--- config.mk ---
export PLATFORM = sky130hd
export DESIGN_NAME = pixel_port_arbiter
export DESIGN_NICKNAME = d
export VERILOG_FILES = /design/src/rtl/pixel_port_arbiter.sv
export SDC_FILE = /design/constraint.sdc
export NUM_CORES = 1
export LEC_CHECK = 0
export CAP_MARGIN = 10
export CORE_MARGIN = 1
export CORE_UTILIZATION = 36
export CTS_BUF_LIST = sky130_fd_sc_hd__clkbuf_8
export CTS_CLUSTER_SIZE = 14
export DETAILED_ROUTE_END_ITERATION = 16
export DONT_BUFFER_PORTS = 1
export PLACE_DENSITY = 0.54
export SETUP_SLACK_MARGIN = 0.5
export SLEW_MARGIN = 5
export SYNTH_ARGS = -nofsm -noshare
export SYNTH_HDL_FRONTEND = slang
export SYNTH_SLANG_ARGS = --single-unit
--- constraint.sdc ---
create_clock -name clk -period 1.61 [get_ports clk]
set_input_delay 0.161 -clock clk [delete_from_list [all_inputs] [get_ports clk]]
set_output_delay 0.161 -clock clk [all_outputs]
set_load 0.005 [all_outputs]
--- src/rtl/pixel_port_arbiter.sv ---
`timescale 1ns/1ps
`default_nettype none
// ============================================================================
// Module   : pixel_port_arbiter
// Purpose  : Round-robin owner of the shared VGA plot port and collision RAM,
//            with read-check-write player transactions and a full-screen clear.
// Revision : 1.0  initial release
// ============================================================================
module pixel_port_arbiter #(
    parameter int          SCR_W     = 160,
    parameter int          SCR_H     = 120,
    parameter int          RAM_LAT   = 1,
    parameter logic [2:0]  BG_COLOUR = 3'b000
) (
    input  logic        clk,
    input  logic        reset,
    input  logic [1:0]  req,
    input  logic [7:0]  req_x0,
    input  logic [7:0]  req_x1,
    input  logic [7:0]  req_y0,
    input  logic [7:0]  req_y1,
    input  logic [2:0]  req_c0,
    input  logic [2:0]  req_c1,
    input  logic        clear_req,
    output logic [1:0]  ack,
    output logic        hit,
    output logic        busy,
    output logic        clear_done,
    output logic [7:0]  vga_x,
    output logic [7:0]  vga_y,
    output logic [2:0]  vga_colour,
    output logic        vga_plot,
    output logic [15:0] ram_addr,
    output logic [2:0]  ram_data,
    output logic        ram_rden,
    output logic        ram_wren,
    input  logic [2:0]  ram_q
);

    typedef enum logic [2:0] {
        S_IDLE  = 3'd0,
        S_RD    = 3'd1,
        S_WAITQ = 3'd2,
        S_WR    = 3'd3,
        S_ACK   = 3'd4,
        S_CLEAR = 3'd5
    } state_t;

    localparam int              c_WW        = (RAM_LAT > 1) ? $clog2(RAM_LAT) : 1;
    localparam logic [c_WW-1:0] c_WAIT_LAST = c_WW'(RAM_LAT - 1);
    localparam logic [8:0]      c_W         = 9'(SCR_W);
    localparam logic [8:0]      c_H         = 9'(SCR_H);
    localparam logic [7:0]      c_X_LAST    = 8'(SCR_W - 1);
    localparam logic [7:0]      c_Y_LAST    = 8'(SCR_H - 1);

    state_t          r_state, w_next;
    logic [7:0]      r_x, r_y;
    logic [2:0]      r_c;
    logic            r_id, r_hit, r_rr, r_pend, r_clear_done;
    logic [c_WW-1:0] r_wait;

    logic            w_gid, w_oor, w_clr_go, w_clr_last, w_wait_last;
    logic [7:0]      w_gx, w_gy;
    logic [2:0]      w_gc;

    // The pointed-to player wins when it requests; otherwise the other one.
    assign w_gid       = req[r_rr] ? r_rr : ~r_rr;
    assign w_gx        = w_gid ? req_x1 : req_x0;
    assign w_gy        = w_gid ? req_y1 : req_y0;
    assign w_gc        = w_gid ? req_c1 : req_c0;
    assign w_oor       = ({1'b0, w_gx} >= c_W) || ({1'b0, w_gy} >= c_H);
    assign w_clr_go    = r_pend || clear_req;
    assign w_clr_last  = (r_x == c_X_LAST) && (r_y == c_Y_LAST);
    assign w_wait_last = (r_wait == c_WAIT_LAST);

    always_ff @(posedge clk or posedge reset) begin
        if (reset) begin
            r_state <= S_IDLE;
        end else begin
            r_state <= w_next;
        end
    end

    always_ff @(posedge clk or posedge reset) begin
        if (reset) begin
            r_x          <= '0;
            r_y          <= '0;
            r_c          <= '0;
            r_id         <= 1'b0;
            r_hit        <= 1'b0;
            r_rr         <= 1'b0;
            r_pend       <= 1'b0;
            r_clear_done <= 1'b0;
            r_wait       <= '0;
        end else begin
            r_clear_done <= (r_state == S_CLEAR) && w_clr_last;
            if (w_next == S_CLEAR && r_state != S_CLEAR) begin
                r_pend <= 1'b0;
            end else if (clear_req && r_state != S_CLEAR) begin
                r_pend <= 1'b1;
            end
            case (r_state)
                S_IDLE: begin
                    if (w_clr_go) begin
                        r_x <= '0;
                        r_y <= '0;
                    end else if (|req) begin
                        r_x   <= w_gx;
                        r_y   <= w_gy;
                        r_c   <= w_gc;
                        r_id  <= w_gid;
                        r_rr  <= ~w_gid;
                        r_hit <= w_oor;
                    end
                end
                S_WAITQ: begin
                    if (w_wait_last) begin
                        r_wait <= '0;
                        r_hit  <= (ram_q != 3'b000);
                    end else begin
                        r_wait <= r_wait + 1'b1;
                    end
                end
                S_CLEAR: begin
                    if (r_x == c_X_LAST) begin
                        r_x <= '0;
                        r_y <= r_y + 1'b1;
                    end else begin
                        r_x <= r_x + 1'b1;
                    end
                end
                default: ;
            endcase
        end
    end

    always_comb begin
        w_next     = r_state;
        ack        = 2'b00;
        hit        = 1'b0;
        busy       = (r_state != S_IDLE);
        clear_done = r_clear_done;
        vga_x      = '0;
        vga_y      = '0;
        vga_colour = '0;
        vga_plot   = 1'b0;
        ram_addr   = '0;
        ram_data   = '0;
        ram_rden   = 1'b0;
        ram_wren   = 1'b0;
        case (r_state)
            S_IDLE: begin
                if (w_clr_go) begin
                    w_next = S_CLEAR;
                end else if (|req) begin
                    w_next = w_oor ? S_ACK : S_RD;
                end
            end
            S_RD: begin
                ram_addr = {r_x, r_y};
                ram_rden = 1'b1;
                w_next   = S_WAITQ;
            end
            S_WAITQ: begin
                if (w_wait_last) begin
                    w_next = S_WR;
                end
            end
            S_WR: begin
                ram_addr   = {r_x, r_y};
                ram_data   = r_c;
                ram_wren   = 1'b1;
                vga_x      = r_x;
                vga_y      = r_y;
                vga_colour = r_c;
                vga_plot   = 1'b1;
                w_next     = S_ACK;
            end
            S_ACK: begin
                ack    = r_id ? 2'b10 : 2'b01;
                hit    = r_hit;
                w_next = S_IDLE;
            end
            S_CLEAR: begin
                ram_addr   = {r_x, r_y};
                ram_data   = BG_COLOUR;
                ram_wren   = 1'b1;
                vga_x      = r_x;
                vga_y      = r_y;
                vga_colour = BG_COLOUR;
                vga_plot   = 1'b1;
                if (w_clr_last) begin
                    w_next = S_IDLE;
                end
            end
            default: w_next = S_IDLE;
        endcase
    end

endmodule
`default_nettype wire
==> results.rst, run 1 <==
.. list-table::
   :header-rows: 1

   * - Metric
     - Value
   * - Mapped Cells
     - about 240
   * - Clock insertion delay at the later pin of the skew report
     - roughly 0.28 ns
   * - Post-CTS clock slew at the launch and capture registers of the worst setup and hold paths
     - 0.10 ns
   * - Buffers from clock root to sink, at most
     - 2
   * - Die extent in x
     - approximately 79 µm
   * - Total count of hold-check failures in the final report
     - 0
   * - Leak pwr
     - 1.41 nW
   * - Share of the synthesized area in the top cell type
     - 0.320
   * - Weighted congestion reported at the end of routability-driven placement
     - ~0.81
   * - Cell total after placement
     - 333
   * - Number of cell instances on the worst register-to-register path
     - 5
   * - Path type of the worst min-delay path
     - in -> reg
   * - Storage element area
     - roughly 680 µm²
   * - DRT Pass-1 Iters
     - 4
   * - Power per unit of standard cell area
     - just under 2000 mW/mm²
   * - Nature of the critical path startpoint
     - flip-flop
   * - Number of stages on the worst hold path
     - 2
   * - Largest area contributor in the synthesized netlist
     - dfrtp_1
   * - Iteration-0 DRC Markers
     - approximately 140
   * - GR Util All Layers
     - 0.221
   * - Primary flip-flop cell chosen by synthesis mapping
     - dfrtp_1
   * - Per-cell routed wire length
     - 18.6 µm
   * - First-pass GRT wire length
     - ~11 mm
   * - Area of the multi-input gates
     - 0.00173 mm²
   * - Required time at the worst-slack endpoint
     - about 1.8 ns
   * - Via-to-Cell Ratio
     - 5.73
   * - Element type at the critical path end
     - flip-flop
   * - Number of global-route vias before repair
     - just over 2000
   * - Setup Viol. Count Final
     - 3
   * - Final period utilization
     - 1.00
   * - Area of the die
     - between 0.006 and 0.007 mm²
   * - Slew Limit Headroom
     - 0.665
   * - RSZ-0062 raised after global routing
     - true
   * - Clock buffer count from CTS
     - 3
   * - Maximum clock rate
     - 619 MHz
   * - Final Hold Slack
     - approximately 0.021 ns
   * - Initial Utilization
     - 0.379
   * - Sum of net half-perimeters after detailed placement
     - 4.69 mm
   * - Synth Net Count
     - 291
   * - Power after layout
     - 0.00632 W
   * - Largest net degree at the start of global routing
     - 18
   * - Maximum fanout along the worst path
     - 5
   * - Flops & latches, synth
     - 27
   * - Final std cell area, no fill
     - 0.00327 mm²
   * - Number of max-cap violations
     - 0
   * - Cell types with the largest area share after synthesis
     - dfrtp_1 (32%), mux2i_1 (9.5%), and3_1 (7.1%)
   * - Number of synthesis warnings
     - 0
   * - Worst Max-Slew Pin Slew
     - about 0.5 ns
   * - Routed wire length
     - 6.87 mm
   * - Worst Hold Endpoint
     - r_pend
   * - Arrival time of data at the critical path endpoint
     - about 1.8 ns
   * - Residual antenna-violating net count after detailed routing
     - 0
   * - Number of levels the H-tree was split into
     - 1
   * - Synth Cell Area
     - 0.00211 mm²
   * - Antenna cell count
     - 0
   * - TritonCTS Sinks
     - 27
   * - Vias after detailed routing
     - between 2000 and 2500
   * - Core outline area
     - 0.00557 mm²
   * - Number of antenna violations at the first check in global routing
     - 0
   * - Overall overflow remaining after global route
     - 0
   * - Number of enable-type register cells in the synthesized netlist
     - 0
   * - Number of slew-limit violations in the final report
     - 0
   * - Clock tree from TritonCTS
     - built
   * - Period minus WS final
     - between 1.5 and 2 ns
   * - Seq/Total Area, Yosys
     - 0.320
   * - Placement Setup Slack
     - -0.0127 ns
   * - Launch instance of the worst register-to-register path
     - r_x[1]
   * - Mean Syn Cell Area
     - between 8 and 9 µm²
   * - Status
     - complete, but fails checks
   * - Proportion of layout cells with a drive suffix above 1
     - 0.560
   * - Reg2Reg Setup Slack
     - -0.007 ns
   * - Fraction of synthesis flops using an asynchronous set or reset pin
     - 1.00
   * - Height of the die
     - 78.6 µm
   * - Area growth syn-to-layout
     - 54.8%
   * - Final non-filler cell total
     - between 300 and 400
   * - Most common cell in the synthesized netlist
     - dfrtp_1
   * - Instance area at placement
     - between 0.002 and 0.003 mm²
   * - IO Pins
     - slightly above 90
   * - Leading cell types by count after synthesis
     - dfrtp_1 (27), and3_1 (24), mux2i_1 (20), nor2_1 (18), and2_1 (17)
   * - Remaining DRCs
     - 0
   * - Setup clock skew after layout
     - between 0.003 and 0.004 ns
   * - Final layout net count
     - 347
   * - Number of buffers added on ports
     - 0
   * - Fillcell total
     - around 500
   * - Peak ir drop on the vdd network
     - between 0.0008 and 0.0009 V
   * - Crit Path Class
     - reg -> reg
   * - Slack of the critical path
     - -0.00680 ns
   * - Clk root buf
     - clkbuf_8
   * - Source of the worst hold timing path
     - clear_req
   * - End of the worst register-to-register path
     - r_y[0]
   * - Standard-cell rows
     - 27
   * - Synth cell types
     - 47
   * - Failing checks
     - setup timing
[what timing repair did]
item	in CTS	in global routing
hold buffers	1	0
endpoints found under the setup margin	72	72
gates cloned	1	1
hold endpoints to repair	10	0
gates resized for setup	81	41
setup buffers	23	7
pin swaps	22	14
[cells by family (layout without fill, tap and decap cells)]
logic type                 after synthesis  in the layout  synth area share
buffers and inverters                   27             81            0.0686
and+or+nand+nor                         93             94             0.259
muxes                                   24             24             0.121
adders and majority gates                2              2            0.0118
AOI/OAI and AO/OA                       69             69             0.215
xor gates and xnor gates                 1              1           0.00414
DFF                                     27             27             0.320
[registers in the layout, summed over array words and instances (netlist names)]
register / flops
r_state: 3
clear_done: 1
r_y: 8
r_x: 8
r_hit: 1
r_id: 1
r_pend: 1
r_c: 3
r_rr: 1
[report_power, final]
group          total [W]  internal (W)  switching, W
registers        0.00134      0.000985      0.000359
clock network   0.000401      0.000172      0.000229
logic            0.00458       0.00240       0.00218
total            0.00632       0.00356       0.00276
[worst max-delay path by stage]
stage	start	endpoint	slack, ns	cells past startpoint
2_1_floorplan	r_x[0]	r_state[0]	0.02	6
3_3_place_gp	r_rr	r_state[0]	0.01	6
3_5_place_dp	r_x[1]	r_state[0]	-0.01	6
4_1_cts	r_x[1]	r_state[0]	-0.005	6
5_1_grt	r_x[0]	r_state[0]	-0.05	6
6_report	r_x[1]	r_y[0]	-0.007	5
[metrics by stage]
stage               setup TNS (ns)  utilization
finish                     -0.0131        0.587
global placement                 0        0.450
global route                -0.610        0.587
floorplan                        0            -
detailed placement         -0.0127        0.450
CTS                       -0.00536        0.550
[layout by cell type, fill, tap and decap left out, types with 8 or more instances in the layout]
cell type  instances
nand2_1            9
o21ai_2            9
nor2_4             8
and3_4            14
buf_4             34
mux2i_1           14
buf_6             29
dfrtp_1           24
nor2_1             8
o21ai_1           11
and3_1            10
and2_4            16
[critical path, cell delays in order (launching register included)]
cell	delay, ns
dfrtp_1	0.40
ha_2	0.19
and4_4	0.17
and3_4	0.19
a21oi_4	0.24
mux2_4	0.33
[final cells by class]
type	instances	share of cell area
multi-input combinational	190	0.527
tap	72	0.0275
clock inverter	1	0.00115
timing repair buffer	70	0.214
inverter	7	0.00956
sequential	27	0.208
clock buffer	3	0.0126
[routing by layer]
layer | share of wire | global-route usage
met4 | 0.0098 | 0.0574
met3 | 0.046 | 0.0244
met1 | 0.43 | 0.298
met2 | 0.51 | 0.375
met5 | 0 | 0
No activity file was read; power rests on OpenSTA's default activity.
==> run 2: changes to the inputs <==
Settings changed: SETUP_SLACK_MARGIN 0.5 to not set, SKIP_LAST_GASP set to 1.
==> run 2 against run 1 <==
Net effect:
- the flow still finishes with violations (setup timing)
- hold slack improved by 0.023 ns
- clock skew rose by 0.0020 ns
- sequential power fell by 7%
- critical path type is now reg -> out
- largest power group unchanged
- non-clock buffer count fell by 14
==> results.rst, run 2 (same netlist as run 1, synthesis figures left out) <==
.. list-table::
   :header-rows: 1

   * - Metric
     - Value
   * - Status
     - complete, but fails checks
   * - Failing checks
     - setup timing
   * - Peak ir drop on the vdd network
     - roughly 0.0011 V
   * - Total count of hold-check failures in the final report
     - 0
   * - Path type of the worst min-delay path
     - in -> reg
   * - Standard cell with the maximum stage delay on the critical path
     - dfrtp_1
   * - Standard-cell rows
     - 27
   * - Remaining DRCs
     - 0
   * - Clock tree from TritonCTS
     - built
   * - Per-cell routed wire length
     - between 15 and 20 µm
   * - GR Util All Layers
     - 0.202
   * - Post-CTS clock slew at the launch and capture registers of the worst setup and hold paths
     - roughly 0.10 ns
   * - Placement Setup Slack
     - 0.0122 ns
   * - Required time at the worst-slack endpoint
     - 1.45 ns
   * - Number of max-cap violations
     - 0
   * - Series of cell instances along the critical path
     - buf_8, xor2_4, buf_6, and3_1
   * - Instance area at placement
     - 0.00247 mm²
   * - Setup clock skew after layout
     - between 0.005 and 0.006 ns
   * - Weighted congestion reported at the end of routability-driven placement
     - 0.887
   * - Setup Viol. Count Final
     - 11
   * - Power per unit of standard cell area
     - around 1900 mW/mm²
   * - First-pass GRT wire length
     - 9.65 mm
   * - Core outline area
     - 0.00557 mm²
   * - Nature of the critical path startpoint
     - flip-flop
   * - Routed wire length
     - ~6.6 mm
   * - Clk root buf
     - clkbuf_8
   * - Leading registers by flop count
     - r_x (8), r_y (8)
   * - Power after layout
     - 0.00516 W
   * - Iteration-0 DRC Markers
     - 97
   * - Final std cell area, no fill
     - about 0.0027 mm²
   * - Number of global-route vias before repair
     - ~1900
   * - Antenna cell count
     - 0
   * - Initial Utilization
     - 0.379
   * - Worst Max-Slew Pin Slew
     - just under 0.4 ns
   * - Final layout net count
     - around 330
   * - Number of buffers added on ports
     - 0
   * - Height of the die
     - between 70 and 80 µm
   * - Maximum fanout along the worst path
     - 13
   * - Leak pwr
     - about 1.3 nW
   * - Slew Limit Headroom
     - 0.738
   * - Area of the multi-input gates
     - approximately 0.0014 mm²
   * - Final non-filler cell total
     - between 300 and 400
   * - Final Hold Slack
     - between 0.04 and 0.05 ns
   * - Final period utilization
     - 1.01
   * - Most frequent cells in the layout
     - buf_4 (42), dfrtp_1 (25), and3_1 (23), nor2_1 (17), and2_1 (17)
   * - Clock buffer count from CTS
     - 3
   * - Sum of net half-perimeters after detailed placement
     - roughly 4.7 mm
   * - Storage element area
     - ~680 µm²
   * - Vias after detailed routing
     - around 2100
   * - Area of the die
     - 0.00618 mm²
   * - Area growth syn-to-layout
     - 28.9%
   * - Maximum clock rate
     - between 600 and 700 MHz
   * - Cell total after placement
     - 340
   * - Arrival time of data at the critical path endpoint
     - 1.46 ns
   * - Crit Path Class
     - reg -> out
   * - Fillcell total
     - roughly 560
   * - Period minus WS final
     - 1.62 ns
   * - Overall overflow remaining after global route
     - 0
   * - TritonCTS Sinks
     - 27
   * - Most common cell after layout, fill and taps aside
     - buf_4
   * - Max stage delay on crit path
     - roughly 0.43 ns
   * - Slack of the critical path
     - -0.0138 ns
   * - Number of levels the H-tree was split into
     - 1
   * - Largest net degree at the start of global routing
     - 28
   * - IO Pins
     - 92
   * - Clock insertion delay at the later pin of the skew report
     - roughly 0.28 ns
   * - Number of slew-limit violations in the final report
     - 0
   * - Residual antenna-violating net count after detailed routing
     - 0
   * - Via-to-Cell Ratio
     - 5.78
   * - DRT Pass-1 Iters
     - 4
   * - Element type at the critical path end
     - output port
   * - Proportion of layout cells with a drive suffix above 1
     - 0.314
   * - Number of antenna violations at the first check in global routing
     - 0
   * - RSZ-0062 raised after global routing
     - true
   * - Buffers from clock root to sink, at most
     - 2
   * - Die extent in x
     - just under 80 µm
run 2: cell types whose count changed in the layout (fill, tap and decap cells not counted), sizes merged:
cell    before  now
buf         69   55
nand2b       3    2
run 2: layout make-up:
class / instances / area share
clock buffers: 3 / 0.0152
clock inverters: 1 / 0.00138
inverters: 7 / 0.00964
multi-input cells: 189 / 0.510
flip-flops and latches: 27 / 0.249
well taps: 72 / 0.0331
repair buffers: 56 / 0.182
run 2: worst max-delay path: cells and delay by family, from the launching register on:
| kind | cells | cell delay [ns] |
|---|---|---|
| flip-flops | 1 | 0.43 |
| buffers and inverters | 2 | 0.34 |
| AND/OR/NAND/NOR | 1 | 0.21 |
| XOR/XNOR | 1 | 0.20 |
run 2: power by group:
part           total [W]  leakage [nW]  internal (W)  switching [W]
registers        0.00124         0.342      0.000982       0.000257
logic            0.00353         0.886       0.00170        0.00183
clock network   0.000395        0.0269      0.000172       0.000224
total            0.00516          1.26       0.00285        0.00231
run 2: what timing repair did:
action                                 CTS  global route
setup buffers                            0             7
gates cloned                             0             3
setup endpoints to repair               40            57
pin swaps                                0             4
gates resized for setup                  3            41
hold buffers                             1             0
endpoints found under the hold margin   27             0
run 2: through the flow:
stage | utilization | TNS, ns
floorplan | - | 0
global placement | 0.442 | 0
detailed placement | 0.442 | 0
CTS | 0.454 | -0.470
global route | 0.489 | -1.56
finish | 0.489 | -0.119
run 2: worst paths after layout:
kind | startpoint | to | slack [ns] | depth (start not counted)
min in group asynchronous | reset | r_x[3] | 0.38 | 3
min reg2reg | r_hit | r_hit | 0.52 | 2
max | r_state[2] | vga_x[7] | -0.01 | 4
max reg2reg | r_x[1] | r_y[0] | -0.01 | 5
min | clear_req | r_pend | 0.04 | 2
max in group asynchronous | reset | r_state[1] | 0.93 | 3
run 2: per-layer routing:
| metal | up-vias | track usage | wire (µm) |
|---|---|---|---|
| li1 | 969 | - | - |
| met1 | 993 | 0.277 | 2970 |
| met2 | 84 | 0.330 | 3180 |
| met3 | 7 | 0.0267 | 345 |
| met4 | 0 | 0.0611 | 75 |
| met5 | - | 0 | 0 |
==> run 3: changes to the inputs <==
Settings changed: CORE_UTILIZATION 36 to 55, PLACE_DENSITY 0.54 to 0.75.
==> run 3 against run 2 <==
Net effect:
- the run still ends with setup timing left
- power is 16% higher
- cell count fell by 4.2%
- setup slack worse by 0.089 ns
- critical path type is now reg -> reg
- highest routed layer unchanged
==> results.rst, run 3 (same netlist as run 1, synthesis figures left out) <==
.. list-table::
   :header-rows: 1

   * - Metric
     - Value
   * - Status
     - complete, but fails checks
   * - Failing checks
     - setup timing
   * - Leak pwr
     - 1.34 nW
   * - Nature of the critical path startpoint
     - flip-flop
   * - Buffers from clock root to sink, at most
     - 2
   * - Most frequent cells in the layout
     - buf_4 (45), dfrtp_1 (25), mux2i_1 (18), o21ai_1 (16)
   * - Max stage delay on crit path
     - 0.38 ns
   * - Required time at the worst-slack endpoint
     - ~1.8 ns
   * - Vias after detailed routing
     - ~2300
   * - Placement Setup Slack
     - -0.0178 ns
   * - Height of the die
     - between 60 and 70 µm
   * - Initial Utilization
     - 0.578
   * - Slack of the critical path
     - -0.103 ns
   * - Iteration-0 DRC Markers
     - 194
   * - Setup Viol. Count Final
     - between 40 and 50
   * - Maximum clock rate
     - 584 MHz
   * - Number of buffers added on ports
     - 0
   * - Clock tree from TritonCTS
     - built
   * - Per-cell routed wire length
     - 21.4 µm
   * - Most common cell after layout, fill and taps aside
     - buf_4
   * - Worst Max-Slew Pin Slew
     - ~0.41 ns
   * - Residual antenna-violating net count after detailed routing
     - 0
   * - Number of levels the H-tree was split into
     - 1
   * - Peak ir drop on the vdd network
     - roughly 0.00082 V
   * - Setup clock skew after layout
     - between 0.002 and 0.0025 ns
   * - Standard cell with the maximum stage delay on the critical path
     - dfrtp_1
   * - RSZ-0062 raised after global routing
     - true
   * - Clock buffer count from CTS
     - 3
   * - Number of max-cap violations
     - 0
   * - Largest net degree at the start of global routing
     - 28
   * - Antenna cell count
     - 0
   * - Standard-cell rows
     - 22
   * - Final std cell area, no fill
     - ~0.003 mm²
   * - Number of slew-limit violations in the final report
     - 0
   * - Maximum fanout along the worst path
     - 3
   * - Path type of the worst min-delay path
     - in -> reg
   * - Proportion of layout cells with a drive suffix above 1
     - 0.449
   * - GR Util All Layers
     - 0.315
   * - Series of cell instances along the critical path
     - ha_2, and4_4, and3_4, nand3_4, a222oi_1, a21oi_1
   * - DRT Pass-1 Iters
     - 6
   * - Final period utilization
     - 1.06
   * - First-pass GRT wire length
     - 9.96 mm
   * - Area growth syn-to-layout
     - 40.1%
   * - Routed wire length
     - roughly 7.3 mm
   * - Final layout net count
     - between 300 and 400
   * - Clk root buf
     - clkbuf_8
   * - Share of the core filled with cells
     - 0.809
   * - Arrival time of data at the critical path endpoint
     - around 1.9 ns
   * - TritonCTS Sinks
     - 27
   * - Overall overflow remaining after global route
     - 0
   * - Remaining DRCs
     - 0
   * - Power per unit of standard cell area
     - around 2000 mW/mm²
   * - Core outline area
     - roughly 0.0037 mm²
   * - Leading registers by flop count
     - r_x (8), r_y (8)
   * - Area of the die
     - between 0.004 and 0.005 mm²
   * - Slew Limit Headroom
     - 0.723
   * - Period minus WS final
     - roughly 1.7 ns
   * - Die extent in x
     - around 64 µm
   * - Via-to-Cell Ratio
     - 6.73
   * - Final Hold Slack
     - around 0.061 ns
   * - Crit Path Class
     - reg -> reg
   * - IO Pins
     - 92
   * - Clock insertion delay at the later pin of the skew report
     - 0.28 ns
   * - Number of antenna violations at the first check in global routing
     - 0
   * - Total count of hold-check failures in the final report
     - 0
   * - Sum of net half-perimeters after detailed placement
     - 4.13 mm
   * - Number of global-route vias before repair
     - roughly 2000
   * - Weighted congestion reported at the end of routability-driven placement
     - just over 0.8
   * - Element type at the critical path end
     - flip-flop
   * - Post-CTS clock slew at the launch and capture registers of the worst setup and hold paths
     - 0.10 ns
   * - Instance area at placement
     - ~0.0024 mm²
## run 3: layout make-up
cell class	count	area, µm²
clock buffers	3	41.3
inverters	7	30.0
repair buffers	64	598
flip-flops and latches	27	678
well taps	48	60.1
fillers	204	698
multi-input cells	190	1550
clock inverters	1	5.00
## run 3: power breakdown
part           internal, W  switching, W  total (W)
logic              0.00217       0.00214    0.00431
registers         0.000975      0.000310    0.00129
clock network     0.000174      0.000232   0.000406
total              0.00332       0.00268    0.00600
## run 3: worst paths after layout
check	to	slack (ns)	startpoint	cells past startpoint
worst max-delay path	r_state[0]	-0.10	r_x[0]	6
max in group asynchronous	r_state[1]	0.93	reset	3
worst max register to register	r_state[0]	-0.10	r_x[0]	6
worst min register to register	r_c[0]	0.53	r_c[0]	2
min in group asynchronous	r_c[2]	0.39	reset	3
worst min-delay path	r_pend	0.06	clear_req	2
## run 3: what timing repair did
action	in CTS	in global routing
hold buffers	1	0
setup endpoints to repair	52	66
gates cloned	2	2
buffers inserted	10	11
hold endpoints to repair	27	0
pin swaps	2	29
gates resized for setup	20	63
## run 3: layer usage
layer | part of all wire | global-route usage | wire length [µm] | up-vias
li1 | - | - | - | 994
met1 | 0.39 | 0.424 | 2830 | 1123
met2 | 0.50 | 0.508 | 3670 | 148
met3 | 0.082 | 0.0464 | 596 | 22
met4 | 0.027 | 0.119 | 195 | 0
met5 | 0 | 0 | 0 | -
## run 3: stage by stage
stage | instances | setup TNS (ns) | power (W)
3_3_place_gp | 312 | 0 | 0.00403
4_1_cts | 329 | -0.0234 | 0.00508
2_1_floorplan | 243 | 0 | 0.00309
5_1_grt | 340 | -3.45 | 0.00631
6_report | 340 | -0.825 | 0.00600
3_5_place_dp | 312 | -0.0347 | 0.00414
## run 3: worst max-delay path, delay by kind of cell, from the launching register on
family                     cells  cell delay, ns
AOI/OAI and AO/OA              2            0.47
adders and majority gates      1            0.18
and+or+nand+nor                3            0.56
DFF                            1            0.38
